<file path="src/rtl/nes_clk_pkg.sv">
// nes_clk_pkg: shared mode/state types and classic NES divisors for the clock-enable generator
package nes_clk_pkg;
    typedef enum logic [1:0] {MODE_RUN, MODE_HALT, MODE_STEP, MODE_RSVD} clk_mode_e;
    typedef enum logic [1:0] {S_RUN, S_HALT, S_STEP} clk_state_e;
    localparam int NES_DIV_CPU = 12;
    localparam int NES_DIV_PPU = 4;
endpackage

</file>
<file path="src/rtl/nes_clk_enable_gen_ch.sv">
// nes_clk_div_ch: one enable channel with phase counter and shadowed divisor
module nes_clk_div_ch import nes_clk_pkg::*; #(
    parameter int CNT_W = 8
) (
    input  logic             clk,
    input  logic             rst_n,
    input  logic             adv,
    input  logic             sync,
    input  logic             load,
    input  logic [CNT_W-1:0] div,
    output logic             fire
);
    logic [CNT_W-1:0] cnt, shadow, act, last;
    // terminal count, with a zero divisor behaving like 1
    always_comb begin
        last = (act == '0) ? '0 : act - CNT_W'(1);
        fire = adv && (cnt == last);
    end
    // counter; a new divisor takes effect at the wrap, or at once alongside a re-sync
    always_ff @(posedge clk or negedge rst_n) begin
        if (!rst_n) begin
            cnt    <= '0;
            shadow <= CNT_W'(1);
            act    <= CNT_W'(1);
        end else if (sync) begin
            cnt <= '0;
            if (load) begin
                shadow <= div;
                act    <= div;
            end
        end else begin
            if (load) shadow <= div;
            if (fire) begin
                cnt <= '0;
                act <= shadow;
            end else if (adv) begin
                cnt <= cnt + CNT_W'(1);
            end
        end
    end
endmodule

</file>
<file path="src/rtl/nes_clk_enable_gen.sv">
// nes_clk_enable_gen: run/halt/step controller driving per-channel clock enables
module nes_clk_enable_gen import nes_clk_pkg::*; #(
    parameter int NUM_CH = 3,
    parameter int CNT_W  = 8,
    parameter int REF_CH = 0,
    parameter int MCNT_W = 32
) (
    input  logic                    clk,
    input  logic                    rst_n,
    input  logic [1:0]              mode_i,
    input  logic                    step_i,
    input  logic                    sync_i,
    input  logic                    load_i,
    input  logic [NUM_CH*CNT_W-1:0] div_i,
    output logic [NUM_CH-1:0]       ce_o,
    output logic                    advancing_o,
    output logic                    busy_o,
    output logic [MCNT_W-1:0]       mcycle_o
);
    clk_state_e        state_q, state_d;
    clk_mode_e         mode;
    logic              adv;
    logic [NUM_CH-1:0] fire;
    assign mode = clk_mode_e'(mode_i);
    for (genvar c = 0; c < NUM_CH; c++) begin : g_ch
        nes_clk_div_ch #(.CNT_W(CNT_W)) u_ch (
            .clk  (clk),
            .rst_n(rst_n),
            .adv  (adv),
            .sync (sync_i),
            .load (load_i),
            .div  (div_i[c*CNT_W +: CNT_W]),
            .fire (fire[c])
        );
    end
    // next state; reserved mode behaves as halt and a re-sync swallows a step request
    always_comb begin
        adv     = (state_q == S_RUN || state_q == S_STEP) && !sync_i;
        state_d = state_q;
        case (state_q)
            S_RUN:   state_d = (mode == MODE_RUN) ? S_RUN : S_HALT;
            S_STEP:  state_d = (mode == MODE_RUN) ? S_RUN : (fire[REF_CH] ? S_HALT : S_STEP);
            default: state_d = (mode == MODE_RUN) ? S_RUN :
                               ((mode == MODE_STEP && step_i && !sync_i) ? S_STEP : S_HALT);
        endcase
    end
    // state register
    always_ff @(posedge clk or negedge rst_n) begin
        if (!rst_n) state_q <= S_HALT;
        else        state_q <= state_d;
    end
    // registered enables, status flags and advance counter
    always_ff @(posedge clk or negedge rst_n) begin
        if (!rst_n) begin
            ce_o        <= '0;
            advancing_o <= 1'b0;
            busy_o      <= 1'b0;
            mcycle_o    <= '0;
        end else begin
            ce_o        <= fire;
            advancing_o <= adv;
            busy_o      <= (state_d == S_STEP);
            mcycle_o    <= mcycle_o + MCNT_W'(adv);
        end
    end
endmodule

</file>
<file path="config.mk">
export PLATFORM = sky130hd
export DESIGN_NAME = nes_clk_enable_gen
export DESIGN_NICKNAME = d
export VERILOG_FILES = /design/src/rtl/nes_clk_pkg.sv /design/src/rtl/nes_clk_enable_gen_ch.sv /design/src/rtl/nes_clk_enable_gen.sv
export SDC_FILE = /design/constraint.sdc
export NUM_CORES = 1
export LEC_CHECK = 0
export CAP_MARGIN = 15
export CELL_PAD_IN_SITES_DETAIL_PLACEMENT = 1
export CELL_PAD_IN_SITES_GLOBAL_PLACEMENT = 1
export CORE_ASPECT_RATIO = 0.8
export CORE_MARGIN = 1
export CORE_UTILIZATION = 30
export CTS_BUF_LIST = sky130_fd_sc_hd__clkbuf_8 sky130_fd_sc_hd__clkbuf_16
export DETAILED_ROUTE_END_ITERATION = 7
export PLACE_DENSITY = 0.66
export SLEW_MARGIN = 20
export SYNTH_ARGS = -nofsm -noshare
export SYNTH_HDL_FRONTEND = slang
export SYNTH_SLANG_ARGS = --single-unit
export TNS_END_PERCENT = 50
</file>
<file path="constraint.sdc">
create_clock -name clk -period 6.2 [get_ports clk]
set_clock_uncertainty 0.05 [all_clocks]
set_input_delay 0.62 -clock clk [delete_from_list [all_inputs] [get_ports clk]]
set_output_delay 0.62 -clock clk [all_outputs]
set_load 0.01 [all_outputs]
</file>
Word level (Yosys, flattened, before mapping)
Cells that the tools add are included.
Widths: inputs -> output; s select.

storage, ports and cells
  flip-flop bits (word level) = 111
  input bits = 31
  output and inout port bits = 37
  logic and storage cells = 77

cells by class
  add/subtract/negate cells = 7
  equal/unequal tests = 7
  muxes and demuxes = 27
  reductions and logical operators = 22

operators with widths
  operator             count
  $mux 8               21
  $add 32x1->32        1
  $add 8x1->8 const B  3
  $eq 8x8->1           3
  $logic_not 8->1      3
  $sub 8x1->8 const B  3
  $reduce_bool 3->1    3
  $mux 2               4
  $eq 2x2->1 const B   3
  $logic_and 1x1->1    6
  $reduce_and 2->1     3
  $reduce_bool 2->1    3
  $logic_not 2->1      2
  $pmux 2 s2           1
  $ne 2x1->1 const B   1
  $logic_not 1->1      1
  $logic_or 1x1->1     1
  $mux 1               1

Logic depth before layout (Yosys ltp)
  word-level depth = 8
  gate-level depth with buffers = 11
  gate-level depth less buffers = 9

By module
From an unflattened synthesis, not the netlist that was laid out.

second synthesis, totals
  cells, all modules = 655
  area, all modules = 6525.0 um^2

by module, submodules not included
  module                              instances  cells an instance  area each (um^2)  seq. area each (um^2)
  nes_clk_div_ch at g_ch[0].u_ch ...  2          180                1664.1            603.1
  nes_clk_enable_gen                  1          135                1655.3            977.2
  nes_clk_div_ch at g_ch[1].u_ch      1          160                1541.5            603.1

Worst setup path before layout
OpenSTA, ideal clock, no wires.

  path type = reg-to-reg
  from = register g_ch[0].u_ch.act[0]
  to = register g_ch[0].u_ch.act[1]
  setup time = 123 ps
  arrival time = 2880 ps
  data required time = 6027 ps
  path slack = 3147 ps
  cell stages (with the launch flop) = 10
  buffers on the path = 0
  clock period less this slack = 3053 ps
  cell sequence = dfstp_2 inv_1 ha_1 or4b_2 or4b_2 nand3_1 and4bb_1 and4_1 nand2_1 o221a_2

between the ends
  cells in the longest elaborated chain, start to end = 6
  elaborated cells between the ends (all ways) = 7
  those cells by class = 1 x add/sub; 1 x eq/ne; 1 x mux; 4 x reduce/logical

RTL lines
  element                                         RTL line                     RTL
  start: declaration                              nes_clk_enable_gen_ch.sv:13  logic [CNT_W-1:0] cnt, shadow, act, last;
  start signal: assignment                        nes_clk_enable_gen_ch.sv:29  act <= div;
  start signal: assignment                        nes_clk_enable_gen_ch.sv:35  act <= shadow;
  $sub 8x1->8 or $logic_not 8->1 (tied branches)  nes_clk_enable_gen_ch.sv:16  last = (act == '0) ? '0 : act - CNT_W'(1);
  $mux 8 (*)                                      nes_clk_enable_gen_ch.sv:16
  $eq 8x8->1 (*)                                  nes_clk_enable_gen_ch.sv:17  fire = adv && (cnt == last);
  $logic_and 1x1->1 (*)                           nes_clk_enable_gen_ch.sv:17
  $reduce_bool 2->1 (no line) (*)                 n/a
  $reduce_and 2->1 (no line) (*)                  n/a

Mark *: on every way between the ends. The rest lies on a longest branch, timed or not.
A chain may end at the register's enable or synchronous reset.

Final worst setup path
  from = input sync_i
  to = register mcycle_o[30]

between the ends
  cells in the longest elaborated chain, start to end = 3

RTL lines
  element                 RTL line                  RTL
  start: declaration      nes_clk_enable_gen.sv:12  input logic sync_i,
  $logic_not 1->1         nes_clk_enable_gen.sv:38  adv = (state_q == S_RUN || state_q == S_STEP) && !sync_i;
  $logic_and 1x1->1       nes_clk_enable_gen.sv:38
  net adv                 nes_clk_enable_gen.sv:22  logic adv;
  $add 32x1->32           nes_clk_enable_gen.sv:63  mcycle_o <= mcycle_o + MCNT_W'(adv);
  end signal: assignment  nes_clk_enable_gen.sv:63
  end: declaration        nes_clk_enable_gen.sv:18  output logic [MCNT_W-1:0] mcycle_o

The timed path passes the listed nets, and every way through them passes these cells.

==> impl_metrics.env <==
export IMPL_status="finished clean"
export IMPL_start_util=0.311
export IMPL_num_rows=45
export IMPL_finalPower_w=0.00167
export IMPL_clkPwrFrac=0.328
export IMPL_grt_pass1_vias=4994
export IMPL_io_pins=68
export IMPL_synth_fp_nets=618
export IMPL_postRouteAntennaNets=0
export IMPL_p_seq_frac=0.512
export IMPL_rsz0062_at_grt="false"
export IMPL_fmax_mhz=251
export IMPL_numCtsBuffers=9
export IMPL_synth_cell_types=70
export IMPL_clock_latency_ns=0.36
export IMPL_comb_power_share=0.160
export IMPL_num_antenna_cells=0
export IMPL_endpoint_kind="flip-flop"
export IMPL_async_flop_share=1.00
export IMPL_grt_antenna_before_repair=0
export IMPL_finalSetupViolCount=0
export IMPL_netlist_area_mm2=0.00598
export IMPL_synth_top_area_share=0.435
export IMPL_path_class="input port to flip-flop"
export IMPL_postCtsHoldBufs=0
export IMPL_layout_min_cycle_time_ns=3.98
export IMPL_track_usage=0.160
export IMPL_drt_iter0_markers=255
export IMPL_nets=669
export IMPL_drt_wl_total_mm=15.6
export IMPL_die_area_mm2=0.0205
export IMPL_synth_area_top_cells="dfrtp_1 (44%), xnor2_1 (5.1%), mux2_2 (4.9%)"
export IMPL_max_slew_margin_rel=0.360
export IMPL_hpwl_mm=11.2
export IMPL_overflow=0
export IMPL_yosys_area_top_type="dfrtp_1"
export IMPL_hold_viol_final=0
export IMPL_yosys_warnings=0
export IMPL_r2r_end="g_ch[0].u_ch.act[3]$_DFFE_PN0P_"
export IMPL_grt_max_degree=74
export IMPL_ir_drop_uv=151
export IMPL_drv_cap=0
export IMPL_internal_power_w=0.00120
export IMPL_cts_buffer_depth=2
export IMPL_wire_per_inst_um=17.5
export IMPL_drc=0
export IMPL_cts_tree="done"
export IMPL_tightest_slew_ns=0.960
export IMPL_post_cts_buffers=0
export IMPL_cts_resized=0
export IMPL_via_per_inst=5.35
export IMPL_arrival_ns=4.17
export IMPL_synth_seq_cells=111
export IMPL_synth_flop_cell="dfrtp_1"
export IMPL_register_area_mm2=0.00279
export IMPL_cts_sinks=111
export IMPL_hp_class="input port to async pin"
export IMPL_layout_drive_gt1_share=0.123
export IMPL_ys_top_cells_by_count="dfrtp_1 (104), nor2_1 (44), xnor2_1 (35)"
export IMPL_fin_crit_sh=0.641
export IMPL_p_per_area_mw_per_mm2=234
export IMPL_worstPathRequired_ns=6.39
export IMPL_place_gp_congestion=0.791
export IMPL_firstDrtPassIters=4
export IMPL_yosysMostFrequentCell="dfrtp_1"
export IMPL_syn_inst=577
export IMPL_cts_clk_slew_worst_paths_ns=0.07
export IMPL_fillers=2175
export IMPL_switching_share=0.285
export IMPL_fin_setup_tns_ns=0
export IMPL_die_w_um=160
export IMPL_cts_root_buf="clkbuf_16"
export IMPL_crit_fanout=24
export IMPL_critPathLaunchType="input port"
export IMPL_grt_pass1_wl_mm=26.3
export IMPL_leakage_nw=2.87
export IMPL_reg2regPathDepth=9
export IMPL_fin_area_mm2=0.00715
export IMPL_core_area_mm2=0.0193
export IMPL_multi_input_area_mm2=0.00303
export IMPL_slew_viol_final=0
export IMPL_syn_area_per_cell_um2=10.4
export IMPL_synth_edf_count=0
export IMPL_r2r_slack_ns=2.53
export IMPL_portBuffers=67
export IMPL_yosysSeqAreaShare=0.466
export IMPL_num_vias=4763
export IMPL_die_height_um=128
export IMPL_htreeDepth=3
export IMPL_r2r_start="g_ch[0].u_ch.act[1]$_DFFE_PN0P_"
export IMPL_syn_to_final_growth_pct=19.5
export IMPL_place_area_mm2=0.00687
export IMPL_net_switching_power_w=0.000477
critical path, stage by stage:
cell and delay, ns:
clkdlybuf4s50_1 0.88, or2_2 0.76, clkinv_1 0.27, ha_1 0.22, ha_1 0.26, and4_1 0.33, nand2_1 0.12, nor2_1 0.38
nand3_1 0.17, xnor2_1 0.15
final cells by class:
class                   count  area share
inverters                  13     0.00683
clock inverters             7     0.00700
repair buffers             70      0.0966
well taps                 258      0.0452
clock buffers               9      0.0315
multi-input cells         423       0.423
flip-flops and latches    111       0.390
power by group through the flow:
stage	Sequential, W	Combinational [W]	Clock (W)
global placement	0.000865	0.000255	0
CTS	0.000856	0.000271	0.000570
finish	0.000856	0.000268	0.000548
detailed placement	0.000869	0.000269	0
global route	0.000867	0.000298	0.000591
floorplan	0.000848	0.000159	0
registers in the layout, summed over array words and instances, names as in the netlist:
register and count:
advancing_o 1, mcycle_o 32, busy_o 1, g_ch.u_ch.act 24, state_q 2, ce_o 3, g_ch.u_ch.cnt 24, g_ch.u_ch.shadow 24
cells in the final DEF, fill, tap and decap left out, types with 4 or more instances in the layout:
cell type and instances:
or4_1 6, o32ai_1 10, dfrtp_1 104, xor2_1 15, nor3_1 15, a22o_1 7, and3_1 9, o221a_2 8
and4_1 6, or2_2 7, o31a_1 8, a31oi_1 8, o22ai_1 4, or3_1 10, nor2_1 44, a21oi_1 25
nor2b_1 7, dfstp_2 7, clkbuf_16 9, nand2b_1 13, ha_1 10, mux2_2 26, nand2_1 28, nor4_1 4
clkdlybuf4s50_1 66, o21ai_0 13, nor3b_1 6, inv_1 13, nand4_1 8, and2_1 7, buf_4 4, xnor2_1 35
nand3_1 25
layer usage:
metal  track usage  vias to the layer above  wire (um)
met5             0                        -          0
met4        0.0443                        0        181
met3        0.0314                       16        445
met2         0.268                       63       7660
met1         0.210                     2465       7350
li1              -                     2219          -
through the flow:
| stage | instances | hold WS (ns) | utilization | setup slack (ns) |
|---|---|---|---|---|
| floorplan | 577 | 0.274 | - | 3.15 |
| global placement | 875 | 0.414 | 0.357 | 2.03 |
| detailed placement | 875 | 0.426 | 0.357 | 1.88 |
| CTS | 891 | 0.196 | 0.371 | 2.24 |
| global route | 891 | 0.213 | 0.371 | 1.97 |
| finish | 891 | 0.182 | 0.371 | 2.22 |
cell families (layout without fill, tap and decap cells):
kind of cell,count (synthesis),after routing,synth area share
simple gates,216,216,0.205
flops,111,111,0.466
fa+ha+maj,10,10,0.0209
xor+xnor,52,52,0.0809
mux,29,29,0.0540
buf+inv,43,99,0.0299
compound gates,116,116,0.143
worst max-delay path by stage:
| stage | startpoint | end | slack, ns | depth (start not counted) |
|---|---|---|---|---|
| CTS | sync_i | mcycle_o[30]$_DFF_PN0_ | 2.24 | 10 |
| detailed placement | sync_i | mcycle_o[30]$_DFF_PN0_ | 1.88 | 10 |
| finish | sync_i | mcycle_o[30]$_DFF_PN0_ | 2.22 | 10 |
| global route | sync_i | mcycle_o[30]$_DFF_PN0_ | 1.97 | 10 |
| global placement | sync_i | mcycle_o[28]$_DFF_PN0_ | 2.03 | 10 |
| floorplan | g_ch[0].u_ch.act[0]$_DFFE_PN1P_ | g_ch[0].u_ch.act[1]$_DFFE_PN0P_ | 3.15 | 9 |
No activity file was read; power rests on OpenSTA's default activity.
==> RTL edit 1 (config.mk and constraints unchanged) <==
Register the output `ce_o` once more, without a reset; this adds one clock of latency there. The other outputs are not delayed to match.
--- a/src/rtl/nes_clk_enable_gen.sv
+++ b/src/rtl/nes_clk_enable_gen.sv
@@ -18,4 +18,6 @@
     output logic [MCNT_W-1:0]       mcycle_o
 );
+
+    logic [NUM_CH-1:0] ce_s0;
     clk_state_e        state_q, state_d;
     clk_mode_e         mode;
@@ -53,10 +55,10 @@
     always_ff @(posedge clk or negedge rst_n) begin
         if (!rst_n) begin
-            ce_o        <= '0;
+            ce_s0       <= '0;
             advancing_o <= 1'b0;
             busy_o      <= 1'b0;
             mcycle_o    <= '0;
         end else begin
-            ce_o        <= fire;
+            ce_s0       <= fire;
             advancing_o <= adv;
             busy_o      <= (state_d == S_STEP);
@@ -64,4 +66,8 @@
         end
     end
+    always_ff @(posedge clk) begin
+        ce_o <= ce_s0;
+    end
+
 endmodule
 
Function: changed (a bounded check fails within 4 cycles, from zero or initial values and one cycle with rst_n low).
==> RTL edit 1 against the unedited design <==
Routed wire length increased by 2.1%. Sequential cell count grew 3. Worst setup slack gained 200 ps. Design area is 8.6% higher. Worst hold slack gained 17 ps. Highest routed layer unchanged. Die area grew 3.8%. Power grew 43%. Largest power group is now clock. Area after synthesis rose by 3.9%. Synthesized cell count rose by 1.9%.
==> RTL edit 1: results (changes against the unedited design) <==
- Crit-path slowest cell: or4_1
- Mean cell area of the mapped netlist: 10.6 sq um (+1.9%)
- Post-synth top cells: 104 x dfrtp_1, 39 x mux2_2, 33 x xnor2_1
- Worst min-delay path class: in -> async
- Total routed wire length on the met1 layer: 7230 um (-1.6%)
- Main area contributors after synthesis: dfrtp_1 42%, mux2_2 7.1%, xnor2_1 4.7%
- Outcome: complete, no violations
- Drt first-iter violations: 233 (-8.6%)
- Data arrival, critical path: 4020 ps (-150 ps)
- Rel. slew slack: 33.3% (-2.7 points)
- Clock insertion delay at the later pin of the skew report: 410 ps (+50 ps)
- Via count of the routed design: 4769 (+0.13%)
- Pre-CTS worst setup slack: 2370 ps (+490 ps)
- Dpl hpwl: 11100 um (-1.4%)
- Via count of the first global-routing pass: 5134 (+2.8%)
- Global placer's final weighted congestion: 0.854 (+8.0%)
- Met1 Usage GRT: 20.0% (-1.0 points)
- Fraction of power spent switching nets: 26.0% (-2.5 points)
- Fraction of layout instances using a drive strength above 1: 15.1% (+2.7 points)
- Clock buffers created by TritonCTS: 17 (+8)
- Clock H-tree levels: 4 (+1)
- Largest net degree at the start of global routing: 60 (-19%)
- Synth Net Count: 629 (+1.8%)
- Count of different cell masters after synthesis: 73 (+4.3%)
- Antenna fix cells: 0 (unchanged)
- Wire length of the first global-routing pass: 26900 um (+2.3%)
- Layout Cells excl Fill: 921 (+3.4%)
- Met2 GRT Util: 27.4% (+0.52 points)
- Leakage dissipation: 3.26 nW (+14%)
- Highest ir drop seen on vdd: 172 uV (+13%)
- Cells after DPL: 889 (+1.6%)
- Total met2 wirelength after detailed routing: 8040 um (+5.1%)
- Final net count: 685 (+2.4%)
- Highest net fanout along the worst path: 9 (-63%)
- Routed length on met3: 388 um (-13%)
- Fill cells: 2201 (+1.2%)
- Critical Path Max Stage Delay: 680 ps (-200 ps)
- Sequential share of the synthesized area: 45.8% (-0.77 points)
- Ys async rst share: 97.4% (-2.6 points)
- Crit start category: flop
- Gr usage total: 16.0% (+0.071 points)
## RTL edit 1: power groups by stage
stage                     Sequential [mW]  Combinational, mW  Clock, mW
after global placement              0.904              0.340          0
after CTS                           0.900              0.362       1.16
after floorplan                     0.881              0.239          0
after detailed placement            0.911              0.358          0
after global routing                0.914              0.391       1.19
final                               0.901              0.356       1.13
## RTL edit 1: area by class of cell
type / instances / area share, %
multi-input combinational: 415 / 40.1
tap: 264 / 4.25
sequential: 114 / 36.6
clock inverter: 13 / 3.00
inverter: 26 / 1.26
clock buffer: 19 / 5.83
timing repair buffer: 70 / 8.89
## RTL edit 1: through the flow
step	hold WS, ps	power (mW)	util, %	cell area [sq um]
floorplan	274	1.12	-	6210
global placement	278	1.24	35.4	7080
detailed placement	283	1.27	35.4	7080
CTS	216	2.42	38.8	7770
global route	246	2.49	38.8	7770
finish	198	2.39	38.8	7770
## RTL edit 1: final timing paths
kind                       slack [ps]  depth (start not counted)                   to
max                              2420                          9  g_ch[0].u_ch.act[6]
min                               200                          1         mcycle_o[15]
max reg2reg                      2420                          9  g_ch[0].u_ch.act[6]
min reg2reg                       290                          0              ce_o[2]
max in group asynchronous        4650                          2  g_ch[2].u_ch.act[1]
min in group clk                  290                          0              ce_o[2]
## RTL edit 1: logic make-up after synthesis
| kind of cell | Yosys count | synth area share [%] |
|---|---|---|
| buffers and inverters | 59 | 4.03 |
| DFF | 114 | 45.8 |
| AOI/OAI and AO/OA | 109 | 13.1 |
| adders and majority gates | 10 | 2.01 |
| xor gates and xnor gates | 53 | 7.47 |
| and+or+nand+nor | 181 | 16.4 |
| muxes | 62 | 11.3 |
==> RTL edit 2 (same settings) <==
Without the edit above. `CNT_W` is set to 8 in 2 places; all go to 10.
--- a/src/rtl/nes_clk_enable_gen_ch.sv
+++ b/src/rtl/nes_clk_enable_gen_ch.sv
@@ -1,5 +1,5 @@
 // nes_clk_div_ch: one enable channel with phase counter and shadowed divisor
 module nes_clk_div_ch import nes_clk_pkg::*; #(
-    parameter int CNT_W = 8
+    parameter int CNT_W = 10
 ) (
     input  logic             clk,
--- a/src/rtl/nes_clk_enable_gen.sv
+++ b/src/rtl/nes_clk_enable_gen.sv
@@ -2,5 +2,5 @@
 module nes_clk_enable_gen import nes_clk_pkg::*; #(
     parameter int NUM_CH = 3,
-    parameter int CNT_W  = 8,
+    parameter int CNT_W  = 10,
     parameter int REF_CH = 0,
     parameter int MCNT_W = 32
Ports: changed (resized div_i); port bits go from 68 to 74. No check against the original RTL was run, so the function may have changed too.
==> RTL edit 2 against the unedited design <==
Global-route usage grew 0.21 points. Area after synthesis grew 23%. Critical endpoint is now mcycle_o[26]. Routed wire length rose by 23%. Sequential share of layout area fell by 2.9 points. Clock power grew 82%. Worst hold slack lost 92 ps. Via count up 23%. Count of clock-buffer cells in the layout is 8 higher. Sequential cell count grew 18. Design area is 25% higher. Worst setup slack worse by 120 ps. Register-to-register slack got worse by 430 ps. Power increased by 43%.
==> RTL edit 2: results (changes against the unedited design) <==
- Outcome: complete, no violations
- Synth Net Count: 793 (+28%)
- Leakage dissipation: 3.62 nW (+26%)
- Wire length of the first global-routing pass: 32300 um (+23%)
- Number of cells on the worst reg-to-reg path: 11 (+2)
- Mux cell area share after synthesis: 7.15% (+1.7 points)
- Hold slack final: 90.1 ps (-91.5 ps)
- Total power per unit cell area: 267 nW/um^2 (+14%)
- Layout Cells excl Fill: 1132 (+27%)
- First-pass DRT Iterations: 6 (+2)
- Register containing the most flip-flops in the final layout: mcycle_o
- Fill cells: 2696 (+24%)
- Crit start category: flop
- Max clock buf depth: 2 (unchanged)
- Clock insertion delay at the later pin of the skew report: 420 ps (+60 ps)
- Dpl hpwl: 13500 um (+20%)
- Launch point of the worst reg-to-reg path: state_q[0]
- Routed via count divided by cell count: 5.18 (-3.1%)
- Post-synthesis share of cell area spent on full adders, half adders and majority gates: 1.70% (-0.39 points)
- Worst reg-to-reg setup slack: 2100 ps (-430 ps)
- Port Buf Inserts: 73 (+9.0%)
- Clock H-tree levels: 4 (+1)
- Highest ir drop seen on vdd: 173 uV (+15%)
- Count of different cell masters after synthesis: 77 (+10%)
- Via count of the first global-routing pass: 6100 (+22%)
- Mean cell area of the mapped netlist: 9.88 sq um (-4.7%)
- NetSw: 0.754 mW (+58%)
- Rel. slew slack: 24.4% (-12 points)
- Synthesized-area fraction occupied by ao, oa, aoi and oai cells: 15.3% (+1.0 points)
- Final wirelength: 19200 um (+23%)
- Fraction of layout instances using a drive strength above 1: 12.8% (+0.48 points)
- Worst min-delay path class: in -> async
- Drt first-iter violations: 282 (+11%)
- Final net count: 854 (+28%)
- Post-synth top cells: 122 x dfrtp_1, 53 x nand2_1, 49 x nor2_1
- Warnings from Yosys: 0 (unchanged)
- Share of power burned in the clock network: 41.7% (+8.9 points)
- Critical register-to-register path endpoint: mcycle_o[26]
- Root Buffer Master: clkbuf_16
- Largest net degree at the start of global routing: 76 (+2.7%)
- Power attributed to sequential cells: 1.01 mW (+18%)
- Buffer count from post-CTS setup fixing: 0 (unchanged)
- Highest net fanout along the worst path: 23 (-4.2%)
- Clock buffers created by TritonCTS: 17 (+8)
- Data arrival, critical path: 4360 ps (+190 ps)
- Gr usage total: 16.2% (+0.21 points)
- Sequential share of the synthesized area: 43.9% (-2.7 points)
- Endpoint of the worst setup timing path: mcycle_o[26]
- Global placer's final weighted congestion: 0.816 (+3.2%)
- Main area contributors after synthesis: dfrtp_1 41%, mux2_2 5.7%, xnor2_1 4.9%
- Synthesized-area fraction occupied by xor and xnor cells: 8.27% (+0.17 points)
- Ys async rst share: 100% (unchanged)
[RTL edit 2: cell count changes after synthesis, moves of 10 or more]
cell / before / now
and3_1: 9 / 20
dfrtp_1: 104 / 122
inv_1: 12 / 37
xor2_1: 15 / 26
nand2_1: 28 / 53
mux2_2: 26 / 37
a211oi_1: 0 / 18
o21ai_0: 13 / 26
o221a_1: 0 / 10
[RTL edit 2: per-layer routing]
layer | vias to the layer above | GRT usage (%) | wire length [um]
li1 | 2839 | - | -
met1 | 2954 | 22.6 | 9700
met2 | 52 | 25.5 | 8960
met3 | 16 | 3.34 | 382
met4 | 0 | 4.00 | 205
met5 | - | 0 | 0
[RTL edit 2: kinds of logic after synthesis]
group | count (synthesis)
xor+xnor | 68
mux | 48
buf+inv | 73
simple gates | 270
flops | 129
fa+ha+maj | 10
compound gates | 148
[RTL edit 2: critical path, cell delays in order (launching register included)]
cell and delay (ps):
dfstp_2 480, inv_1 530, nand2_1 500, inv_1 330
ha_1 280, ha_1 280, nand2_1 100, nor4_1 620
nand3_1 310, nor2_1 250, nand2_1 100, xnor2_1 130
[RTL edit 2: cell type report]
class / instances / area, sq um / area share [%]
clock buffers: 17 / 425 / 4.74
clock inverters: 15 / 158 / 1.76
inverters: 38 / 143 / 1.59
multi-input cells: 544 / 3860 / 43.0
flip-flops and latches: 129 / 3240 / 36.1
well taps: 312 / 390 / 4.35
repair buffers: 77 / 757 / 8.44
[RTL edit 2: per-stage QoR]
step	instance area (sq um)	setup WS, ps
5_1_grt	8970	1770
3_5_place_dp	8380	1870
3_3_place_gp	8380	1970
6_report	8970	2100
2_1_floorplan	7370	2650
4_1_cts	8960	2090
